[src/rtl/bcd_conv_pkg.sv]
// Shared types and constants for the sequential BCD-to-binary converter.
package bcd_conv_pkg;

   typedef enum logic {
      IDLE = 1'b0,
      CONV = 1'b1
   } state_t;

   // Number of shift/correct iterations for an 8-bit binary result.
   localparam int unsigned N_STEPS   = 8;

   // Working register layout: {hund[1:0], tens[3:0], ones[3:0], bin[7:0]}.
   localparam int unsigned WORK_W    = 18;
   localparam int unsigned HUND_LSB  = 16;
   localparam int unsigned TENS_LSB  = 12;
   localparam int unsigned ONES_LSB  = 8;

   // Largest legal decimal digit.
   localparam logic [3:0]  DIGIT_MAX = 4'd9;

endpackage

[src/rtl/sub3.sv]
// Single-digit corrector for reverse double-dabble: subtract 3 when the
// digit is 8 or more after a right shift, otherwise pass it through.
module sub3 (
   input  logic [3:0] din,
   output logic [3:0] dout
);

   // Combinational correction of one BCD digit.
   always_comb begin
      dout = din;
      if (din >= 4'd8) begin
         dout = din - 4'd3;
      end
   end

endmodule

[src/rtl/bcd_to_binary_seq.sv]
// Sequential three-digit BCD-to-binary converter with start/done handshake.
// Each step shifts the working register right by one and then corrects the
// tens and ones digits; after eight steps the low byte holds the binary value
// and any bits left in the BCD part mean the value exceeded 255.
module bcd_to_binary_seq
   import bcd_conv_pkg::*;
(
   input  logic       CLOCK_50,
   input  logic       reset,
   input  logic       start,
   input  logic [9:0] bcd_in,
   output logic       busy,
   output logic       done,
   output logic [7:0] bin_out,
   output logic       err
);

   localparam logic [2:0] LAST_STEP = 3'(N_STEPS - 1);

   state_t              state_q, state_d;
   logic [2:0]          cnt_q,   cnt_d;
   logic [WORK_W-1:0]   work_q,  work_d;
   logic                busy_q,  busy_d;
   logic                done_q,  done_d;
   logic [7:0]          bin_q,   bin_d;
   logic                err_q,   err_d;

   logic [WORK_W-1:0]   shifted;
   logic [WORK_W-1:0]   stepped;
   logic [3:0]          tens_fix;
   logic [3:0]          ones_fix;
   logic                digit_bad;

   // Shift first; the digit correction below operates on the shifted value.
   assign shifted = work_q >> 1;

   sub3 u_sub3_tens (
      .din  (shifted[TENS_LSB +: 4]),
      .dout (tens_fix)
   );

   sub3 u_sub3_ones (
      .din  (shifted[ONES_LSB +: 4]),
      .dout (ones_fix)
   );

   // Reassemble one full step: hundreds never needs correction (always < 8).
   assign stepped = {shifted[WORK_W-1:HUND_LSB], tens_fix, ones_fix,
                     shifted[ONES_LSB-1:0]};

   assign digit_bad = (bcd_in[7:4] > DIGIT_MAX) || (bcd_in[3:0] > DIGIT_MAX);

   // Next-state, datapath and registered-output logic of the FSM.
   always_comb begin
      state_d = state_q;
      cnt_d   = cnt_q;
      work_d  = work_q;
      busy_d  = busy_q;
      done_d  = 1'b0;
      bin_d   = bin_q;
      err_d   = err_q;

      case (state_q)
         IDLE: begin
            if (start) begin
               if (digit_bad) begin
                  done_d = 1'b1;
                  err_d  = 1'b1;
                  bin_d  = '0;
               end else begin
                  work_d  = {bcd_in, 8'h00};
                  cnt_d   = '0;
                  busy_d  = 1'b1;
                  state_d = CONV;
               end
            end
         end

         CONV: begin
            work_d = stepped;
            cnt_d  = cnt_q + 3'd1;
            if (cnt_q == LAST_STEP) begin
               bin_d   = stepped[7:0];
               err_d   = |stepped[WORK_W-1:ONES_LSB];
               done_d  = 1'b1;
               busy_d  = 1'b0;
               state_d = IDLE;
            end
         end

         default: begin
            state_d = IDLE;
            busy_d  = 1'b0;
         end
      endcase
   end

   // State and output registers with synchronous reset.
   always_ff @(posedge CLOCK_50) begin
      if (reset) begin
         state_q <= IDLE;
         cnt_q   <= '0;
         work_q  <= '0;
         busy_q  <= 1'b0;
         done_q  <= 1'b0;
         bin_q   <= '0;
         err_q   <= 1'b0;
      end else begin
         state_q <= state_d;
         cnt_q   <= cnt_d;
         work_q  <= work_d;
         busy_q  <= busy_d;
         done_q  <= done_d;
         bin_q   <= bin_d;
         err_q   <= err_d;
      end
   end

   assign busy    = busy_q;
   assign done    = done_q;
   assign bin_out = bin_q;
   assign err     = err_q;

endmodule

[config.mk]
export PLATFORM = sky130hd
export DESIGN_NAME = bcd_to_binary_seq
export DESIGN_NICKNAME = d
export VERILOG_FILES = /design/src/rtl/bcd_conv_pkg.sv /design/src/rtl/sub3.sv /design/src/rtl/bcd_to_binary_seq.sv
export SDC_FILE = /design/constraint.sdc
export NUM_CORES = 1
export LEC_CHECK = 0
export ABC_CLOCK_PERIOD_IN_PS = 1800
export BUFFER_PORTS_ARGS = -buffer_cell sky130_fd_sc_hd__buf_2
export CAP_MARGIN = 10
export CORE_ASPECT_RATIO = 0.6
export CORE_MARGIN = 3
export CORE_UTILIZATION = 40
export DETAILED_ROUTE_END_ITERATION = 6
export HOLD_SLACK_MARGIN = 0.05
export PLACE_DENSITY = 0.65
export SYNTH_ARGS = -nofsm -noshare
export SYNTH_HDL_FRONTEND = slang
export SYNTH_SLANG_ARGS = --single-unit
[constraint.sdc]
create_clock -name CLOCK_50 -period 1.8 [get_ports CLOCK_50]
set_input_delay 0.36 -clock CLOCK_50 [delete_from_list [all_inputs] [get_ports CLOCK_50]]
set_output_delay 0.36 -clock CLOCK_50 [all_outputs]
set_load 0.01 [all_outputs]
==> flow_summary.ini, run 1 <==
[timing]
fin_setup_tns_ps = 0
max_freq_ghz = 0.6341
finClkSkew_ps = 1.980
relSlewSlack_pct = 62.76
finalSetupViolations = 0
timing.final.crit_share_pct = 87.61
tightest_slew_ps = 557.6
layout_min_cycle_time_ps = 1577
timing.final.hold_violations = 0
finalMaxSlewViolations = 0
grt_setup_unrepaired = no

[pwr]
static-leakage-power_nw = 0.6907
p_per_area_nw_per_um2 = 905.2
total_power_w = 0.001532
vdd_ir_drop_max_v = 0.0003200

[yosys]
synth_top_area_share_pct = 44.29
yosys-top-cells-area = dfxtp_1, a21oi_1, ha_1
synth_top_area_cell = dfxtp_1
synth_seq_area_share_pct = 44.29
synth_nets = 178
syn_area_per_cell_um2 = 9.097
yosysWarnings = 0
netlist-cell-type-count = 29
synthCells = 159
syn_area_um2 = 1446
ys_ff_latch = 32

[place]
dp_hpwl_mm = 2.266
globalplace.congestion = 0.8197
io_buffers = 23

[floorplanning]
die_h_um = 52.58
core_um2 = 3363
io-pin-count = 24
die-area_um2 = 4397
die_x_um = 83.63
rows = 16
start_util_pct = 43.01

[finish]
nets = 201
most-common-layout-cells = dfxtp_1, buf_2, a21oi_1
n_antenna_cell = 0
multi_input_comb_area_um2 = 734.5
final_layout_size_suffix_gt1_share_pct = 19.13
seq_area_um2 = 640.6
syn2layout_area_growth_pct = 17.04
fillers = 318
layout.cells.most_common = dfxtp_1

[clock_network]
cts_sinks = 32
cts_made_buffers = 5
hold_buffers = 0
htreeDepth = 2
insertion_delay_ps = 270
clock_path_buffers = 2
cts_tree = done
clk_pin_slew_ps = 60
cts_root_buf = clkbuf_8
cts_resized = 0
cts_setup_buffers = 0

[drt]
drtIter0Drc = 62
ant_nets = 0
avgViaCountPerCell = 5.417
dr.pass1.iters = 4
drc = 0
vias = 1235
totalWireLength_mm = 3.140
post_drt_wl_per_cell_um = 13.77

[setup_path]
crit_chain = ha_1 -> ha_1 -> a211oi_2 -> a22o_1
crit_top_cell = ha_1
critPathArrivalTime_ps = 1790
worstPathRequired_ps = 2020
crit_type = register to register
max_stage_delay_ps = 540
slowest_stage = a211oi_2
r2r_slack_ps = 220
cp-start-kind = register
path_max_fanout = 8
crit_path_end_kind = register

[status]
outcome = complete, no violations

[hold_path]
hp-class = primary input to register

[grt]
grt-ovfl-total = 0
antenna_found_initial = 0
grt_use_total_pct = 15.35
grt_max_degree = 29
grt_pass1_vias = 1105
grt_pass1_wl_mm = 5.244

[job]
maxCapViolCount = 0
-- flip-flops by register name (all words and copies together), names as in the netlist --
name and count:
bin_out 8, busy 1, cnt_q 3, done 1, err 1, state_q 1
work_q 17
-- worst max-delay path, delay by kind of cell (launching register included) --
family	cells	cell delay, ps
compound gates	2	750
fa+ha+maj	2	450
flops	1	320
-- kinds of logic (layout without fill, tap and decap cells) --
| group | count (synthesis) | in the layout | share of synthesized area, % |
|---|---|---|---|
| AO/OA/AOI/OAI | 49 | 49 | 22.92 |
| adder cells (fa/ha/maj) | 6 | 6 | 5.190 |
| multiplexers | 3 | 3 | 2.076 |
| AND/OR/NAND/NOR | 48 | 48 | 18.17 |
| flip-flops | 32 | 32 | 44.29 |
| XOR/XNOR | 4 | 4 | 2.422 |
| buffers and inverters | 17 | 41 | 4.931 |
-- per-layer routing --
| metal | share of wire, % | GRT usage (%) |
|---|---|---|
| met2 | 44 | 22.82 |
| met3 | 4.6 | 4.710 |
| met5 | 0 | 0 |
| met1 | 50 | 20.80 |
| met4 | 1.2 | 6.150 |
-- final cells by class --
type,count,area share (%)
clock buffers,8,5.322
inverters,5,1.109
multi-input cells,110,43.39
flip-flops and latches,32,37.84
well taps,45,3.326
repair buffers,28,9.017
-- stage by stage --
step	util (%)	setup WS [ps]	hold slack (ps)	area (µm²)	instances
finish	50.33	223.0	379.3	1693	228
global route	50.33	53.01	401.2	1693	228
CTS	50.33	207.3	380.5	1693	228
detailed placement	47.66	126.8	453.6	1603	220
global placement	47.66	176.0	451.6	1603	220
floorplan	-	447.7	449.7	1446	159
-- synth_stat cells --
master	count
a21oi_1	22
a211oi_2	1
nor3_1	1
a22o_1	8
buf_4	1
nand3b_1	10
a21o_1	3
and3_1	3
inv_1	5
nor2_1	1
nand3_1	1
xnor2_1	4
o21ai_1	2
o21ai_0	2
clkbuf_1	7
mux2i_1	3
o311a_1	2
nand2_1	20
or3_1	2
buf_1	1
nor2b_1	3
ha_1	6
nor4_1	1
buf_2	3
a211oi_1	2
nand2b_1	4
a221oi_1	7
nand4b_1	2
dfxtp_1	32
-- power by group --
part | internal, W | switching, W | leakage [nW]
combinational | 0.0000941 | 0.000105 | 0.385
sequential | 0.000739 | 0.0000394 | 0.260
clock | 0.000311 | 0.000243 | 0.0455
total | 0.00114 | 0.000387 | 0.691
-- path summary, 6_finish.rpt --
path / from / end / cells after the start
setup / recovery: cnt_q[0] / bin_out[0] / 4
hold / removal: bcd_in[9] / work_q[17] / 3
setup reg to reg: cnt_q[0] / bin_out[0] / 4
hold reg to reg: busy / busy / 2
(Power assumes the default switching activity.)
==> run 2, diff against run 1 <==
--- a/config.mk
+++ b/config.mk
@@ -6,5 +6,5 @@
 export NUM_CORES = 1
 export LEC_CHECK = 0
-export ABC_CLOCK_PERIOD_IN_PS = 1800
+export ABC_CLOCK_PERIOD_IN_PS = 1500
 export BUFFER_PORTS_ARGS = -buffer_cell sky130_fd_sc_hd__buf_2
 export CAP_MARGIN = 10
==> constraint.sdc (replaced) <==
create_clock -name CLOCK_50 -period 1.5 [get_ports CLOCK_50]
set_input_delay 0.3 -clock CLOCK_50 [delete_from_list [all_inputs] [get_ports CLOCK_50]]
set_output_delay 0.3 -clock CLOCK_50 [all_outputs]
set_load 0.02 [all_outputs]
==> run 2 against run 1 <==
Setup slack lost 110 ps. Non-clock buffer count increased by 10. Global-route usage grew 0.21 points. Largest power group unchanged.
==> flow_summary.ini, run 2 (synthesis gave the netlist of run 1 again) <==
[clock_network]
cts_tree = done
hold_buffers = 0
cts_setup_buffers = 0
cts_made_buffers = 5
insertion_delay_ps = 280
clock_path_buffers = 2
htreeDepth = 2
cts_sinks = 32
cts_root_buf = clkbuf_8
clk_pin_slew_ps = 70

[place]
dp.cells = 230
placed_cell_area_um2 = 1678
io_buffers = 23
dp_hpwl_mm = 2.347
globalplace.congestion = 0.7548
dp_slack_ps = -10.93

[setup_path]
worstPathRequired_ps = 1710
crit_type = register to register
crit_chain = inv_1 -> ha_1 -> nand4b_1 -> o21ai_2 -> and3_1 -> a211oi_2
critPathArrivalTime_ps = 1600
path_max_fanout = 2
slowest_stage = dfxtp_1
reg2reg_from = work_q[10]
max_stage_delay_ps = 330
r2r_cells = 6
crit_path_end_kind = register
cp-start-kind = register
startpoint = work_q[10]
crit_family = flip-flops
crit_cells = 6
critPathBufInv = 1

[finish]
largest_reg_flops = 17
final_cell_area_um2 = 1805
postLayoutCoreUtil_pct = 53.68
n_antenna_cell = 0
layout.cells.most_common = dfxtp_1
final_layout_size_suffix_gt1_share_pct = 25.91
syn2layout_area_growth_pct = 24.83
most-common-layout-cells = dfxtp_1, buf_2, a21oi_1
regMostFlops = work_q
final-instance-count-excl-fill = 238
fillers = 307
nets = 211

[hold_path]
hp-class = primary input to register
hold_depth = 3
worstHoldStart = bcd_in[9]

[timing]
setup_ws_ps = 110.2
tightest_slew_ps = 311.0
layout_min_cycle_time_ps = 1390
grt_setup_unrepaired = no
timing.final.crit_share_pct = 92.65
finalMaxSlewViolations = 0
finClkSkew_ps = 8.574
finalSetupViolations = 0
relSlewSlack_pct = 79.27
max_freq_ghz = 0.7195
timing.final.hold_violations = 0

[floorplanning]
io-pin-count = 24
die_h_um = 52.58
core_um2 = 3363
die-area_um2 = 4397
die_x_um = 83.63
rows = 16
start_util_pct = 43.01

[drt]
vias = 1256
ant_nets = 0
drtIter0Drc = 63
drc = 0
avgViaCountPerCell = 5.277
dr.pass1.iters = 4
totalWireLength_mm = 3.179
post_drt_wl_per_cell_um = 13.36

[grt]
grt_max_degree = 18
grt_use_total_pct = 15.56
antenna_found_initial = 0
grt_pass1_wl_mm = 5.244
grt_pass1_vias = 1119
grt-ovfl-total = 0

[job]
maxCapViolCount = 0

[pwr]
vdd_ir_drop_max_v = 0.0006214
static-leakage-power_nw = 0.7532
total_power_w = 0.002024
p_per_area_nw_per_um2 = 1121

[status]
outcome = complete, no violations
==> run 2: through the flow <==
step           TNS (ps)  hold WS, ps
2_1_floorplan         0        449.7
3_3_place_gp          0        454.6
3_5_place_dp     -19.65        453.9
4_1_cts               0        313.1
5_1_grt               0        332.8
6_report              0        315.4
==> run 2: worst paths after layout <==
path | to | slack (ps)
max | err | 110
max reg2reg | err | 110
min reg2reg | busy | 480
min | work_q[17] | 320
==> run 2: metal layers <==
layer,wire (µm),vias up,global-route usage (%),part of all wire [%]
li1,-,634,-,-
met1,1566,587,20.23,49
met2,1380,30,23.75,43
met3,185,5,4.396,5.8
met4,46,0,8.021,1.4
met5,0,-,0,0
==> run 2: layout make-up <==
| cell class | instances | area [µm²] | share of cell area, % |
|---|---|---|---|
| clock buffer | 5 | 68.82 | 3.812 |
| clock inverter | 3 | 42.54 | 2.356 |
| inverter | 5 | 18.77 | 1.040 |
| multi-input combinational | 110 | 750.7 | 41.58 |
| sequential | 32 | 640.6 | 35.48 |
| tap | 45 | 56.30 | 3.119 |
| timing repair buffer | 38 | 227.7 | 12.61 |
==> run 2: worst min-delay path, cell delays in order <==
cell and delay, ps:
buf_2 80, mux2i_1 60, nor3_1 110
==> run 2: timing repair <==
item / in CTS / in global routing
endpoints found under the setup margin: 7 / 3
pin swaps: 0 / 0
resized for setup: 1 / 4
==> run 2: power by group <==
| part | internal (W) | switching (W) |
|---|---|---|
| registers | 0.000887 | 0.0000358 |
| logic | 0.000141 | 0.000150 |
| clock network | 0.000491 | 0.000319 |
==> run 3, diff against run 2 <==
Settings changed: ABC_CLOCK_PERIOD_IN_PS 1500 to 1250, PLACE_DENSITY 0.65 to 0.67.
Clock period 1.5 ns to 1.25 ns, I/O delays scaled along.
==> run 3 against run 2 <==
The run now ends with negative setup slack left. Combinational power grew 48%. Die area unchanged. Total power up 23%. Hold slack worse by 28 ps. Critical endpoint unchanged. Largest cell class unchanged.
==> flow_summary.ini, run 3 (synthesis gave the netlist of run 1 again) <==
[status]
outcome = finished, violations left
violations = negative setup slack

[place]
globalplace.congestion = 0.8231
io_buffers = 23
dp_hpwl_mm = 2.493
dp.cells = 236
placed_cell_area_um2 = 1742

[hold_path]
hold_path_end = work_q[17]
worstHoldStart = bcd_in[9]
hp-class = primary input to register
hold_depth = 3

[drt]
ant_nets = 0
avgViaCountPerCell = 5.283
drtIter0Drc = 72
vias = 1305
met3WireLength_um = 118
met2_length_mm = 1.654
post_drt_wl_per_cell_um = 14.13
drc = 0
totalWireLength_mm = 3.490
met1Wirelength_mm = 1.699
top_layer_used = met4
dr.pass1.iters = 4

[floorplanning]
core_um2 = 3363
die_x_um = 83.63
rows = 16
start_util_pct = 43.01
io-pin-count = 24
die_h_um = 52.58
die-area_um2 = 4397

[setup_path]
crit_path_end_kind = register
crit_cells = 6
crit_family = flip-flops
reg2reg_from = work_q[9]
crit_chain = inv_2 -> ha_4 -> nand4b_1 -> o21ai_1 -> and3_1 -> a211oi_2
max_stage_delay_ps = 350
cp-start-kind = register
critPathArrivalTime_ps = 1470
r2r_cells = 6
path_max_fanout = 2
regToRegEndpoint = err
worstPathRequired_ps = 1450
r2r_slack_ps = -20
crit_type = register to register
slowest_stage = dfxtp_4
critPathBufInv = 1

[pwr]
static-leakage-power_nw = 0.8009
p_comb_share_pct = 17.2
p_int_w = 0.001876
share_seq_of_total_power_pct = 44.6
p_clk_share_pct = 38.2
p_sw_w = 0.0006238
p_per_area_nw_per_um2 = 1258
total_power_w = 0.002500
vdd_ir_drop_max_v = 0.0009492
switching_share_pct = 24.95

[timing]
layout_min_cycle_time_ps = 1271
max_freq_ghz = 0.7867
relSlewSlack_pct = 81.72
fin_setup_tns_ps = -21.07
tightest_slew_ps = 273.9
finalSetupViolations = 1
finalMaxSlewViolations = 0
setup_ws_ps = -21.07
grt_setup_unrepaired = yes
finClkSkew_ps = 7.069
timing.final.hold_violations = 0
timing.final.crit_share_pct = 101.7

[clock_network]
cts_root_buf = clkbuf_8
cts_sinks = 32
cts_tree = done
cts_made_buffers = 5
clock_path_buffers = 2
insertion_delay_ps = 280
clk_pin_slew_ps = 70
htreeDepth = 2
hold_buffers = 0

[finish]
nets = 220
syn2layout_area_growth_pct = 37.37
n_antenna_cell = 0
largest_reg_flops = 17
final_cell_area_um2 = 1987
regMostFlops = work_q
final-instance-count-excl-fill = 247
seq_area_um2 = 650.6
fillers = 309
postLayoutCoreUtil_pct = 59.08
multi_input_comb_area_um2 = 838.3
final_layout_size_suffix_gt1_share_pct = 40.10
most-common-layout-cells = dfxtp_1, buf_2, buf_4
layout.cells.most_common = dfxtp_1

[grt]
grt-ovfl-total = 0
grt_max_degree = 27
grt_use_total_pct = 16.33
antenna_found_initial = 0
grt_pass1_vias = 1254
grt_pass1_wl_mm = 5.713

[job]
maxCapViolCount = 0
-- run 3: changes by cell type in the layout (fill, tap and decap cells not counted), sizes merged --
cell,delta
buf,+9
-- run 3: per-stage QoR --
stage | hold slack [ps] | setup slack [ps]
after floorplan | 445.3 | 5.428
after global placement | 451.3 | -105.4
after detailed placement | 449.2 | -142.1
after CTS | 281.1 | 1.204
after global routing | 306.5 | -91.78
final | 287.9 | -21.07
-- run 3: what timing repair did --
action | 4_1_cts | 5_1_grt
pin swaps | 6 | 4
buffers inserted | 3 | 0
setup endpoints to repair | 9 | 15
gates resized for setup | 15 | 14
-- run 3: how the worst max path moves through the flow --
stage,startpoint,endpoint,slack [ps]
2_1_floorplan,work_q[9],err,5
5_1_grt,work_q[14],err,-90
3_5_place_dp,cnt_q[0],bin_out[1],-140
3_3_place_gp,cnt_q[0],bin_out[0],-110
4_1_cts,work_q[14],err,1
6_report,work_q[9],err,-20
-- run 3: per-layer routing --
layer | up-vias | GRT usage (%)
met1 | 630 | 21.14
met4 | 0 | 4.011
li1 | 651 | -
met5 | - | 0
met2 | 22 | 27.44
met3 | 2 | 4.396
-- run 3: layout make-up --
type | instances | area share [%]
Sequential cell | 32 | 32.75
Clock inverter | 3 | 2.141
Multi-Input combinational cell | 110 | 42.19
Clock buffer | 5 | 3.463
Timing Repair Buffer | 47 | 15.68
Tap cell | 45 | 2.834
Inverter | 5 | 0.9446
-- run 3: power groups by stage --
stage / clock network, W / registers, W / logic [W]
4_1_cts: 0.000989 / 0.00111 / 0.000402
3_5_place_dp: 0 / 0.00113 / 0.000365
5_1_grt: 0.00102 / 0.00112 / 0.000474
6_report: 0.000955 / 0.00111 / 0.000430
3_3_place_gp: 0 / 0.00113 / 0.000354
2_1_floorplan: 0 / 0.00113 / 0.000221
-- run 3: worst reg2reg max path, stage by stage, from the launching register on --
cell      delay (ps)
dfxtp_4          350
inv_2             40
ha_4             260
nand4b_1         100
o21ai_1           70
and3_1           180
a211oi_2         200
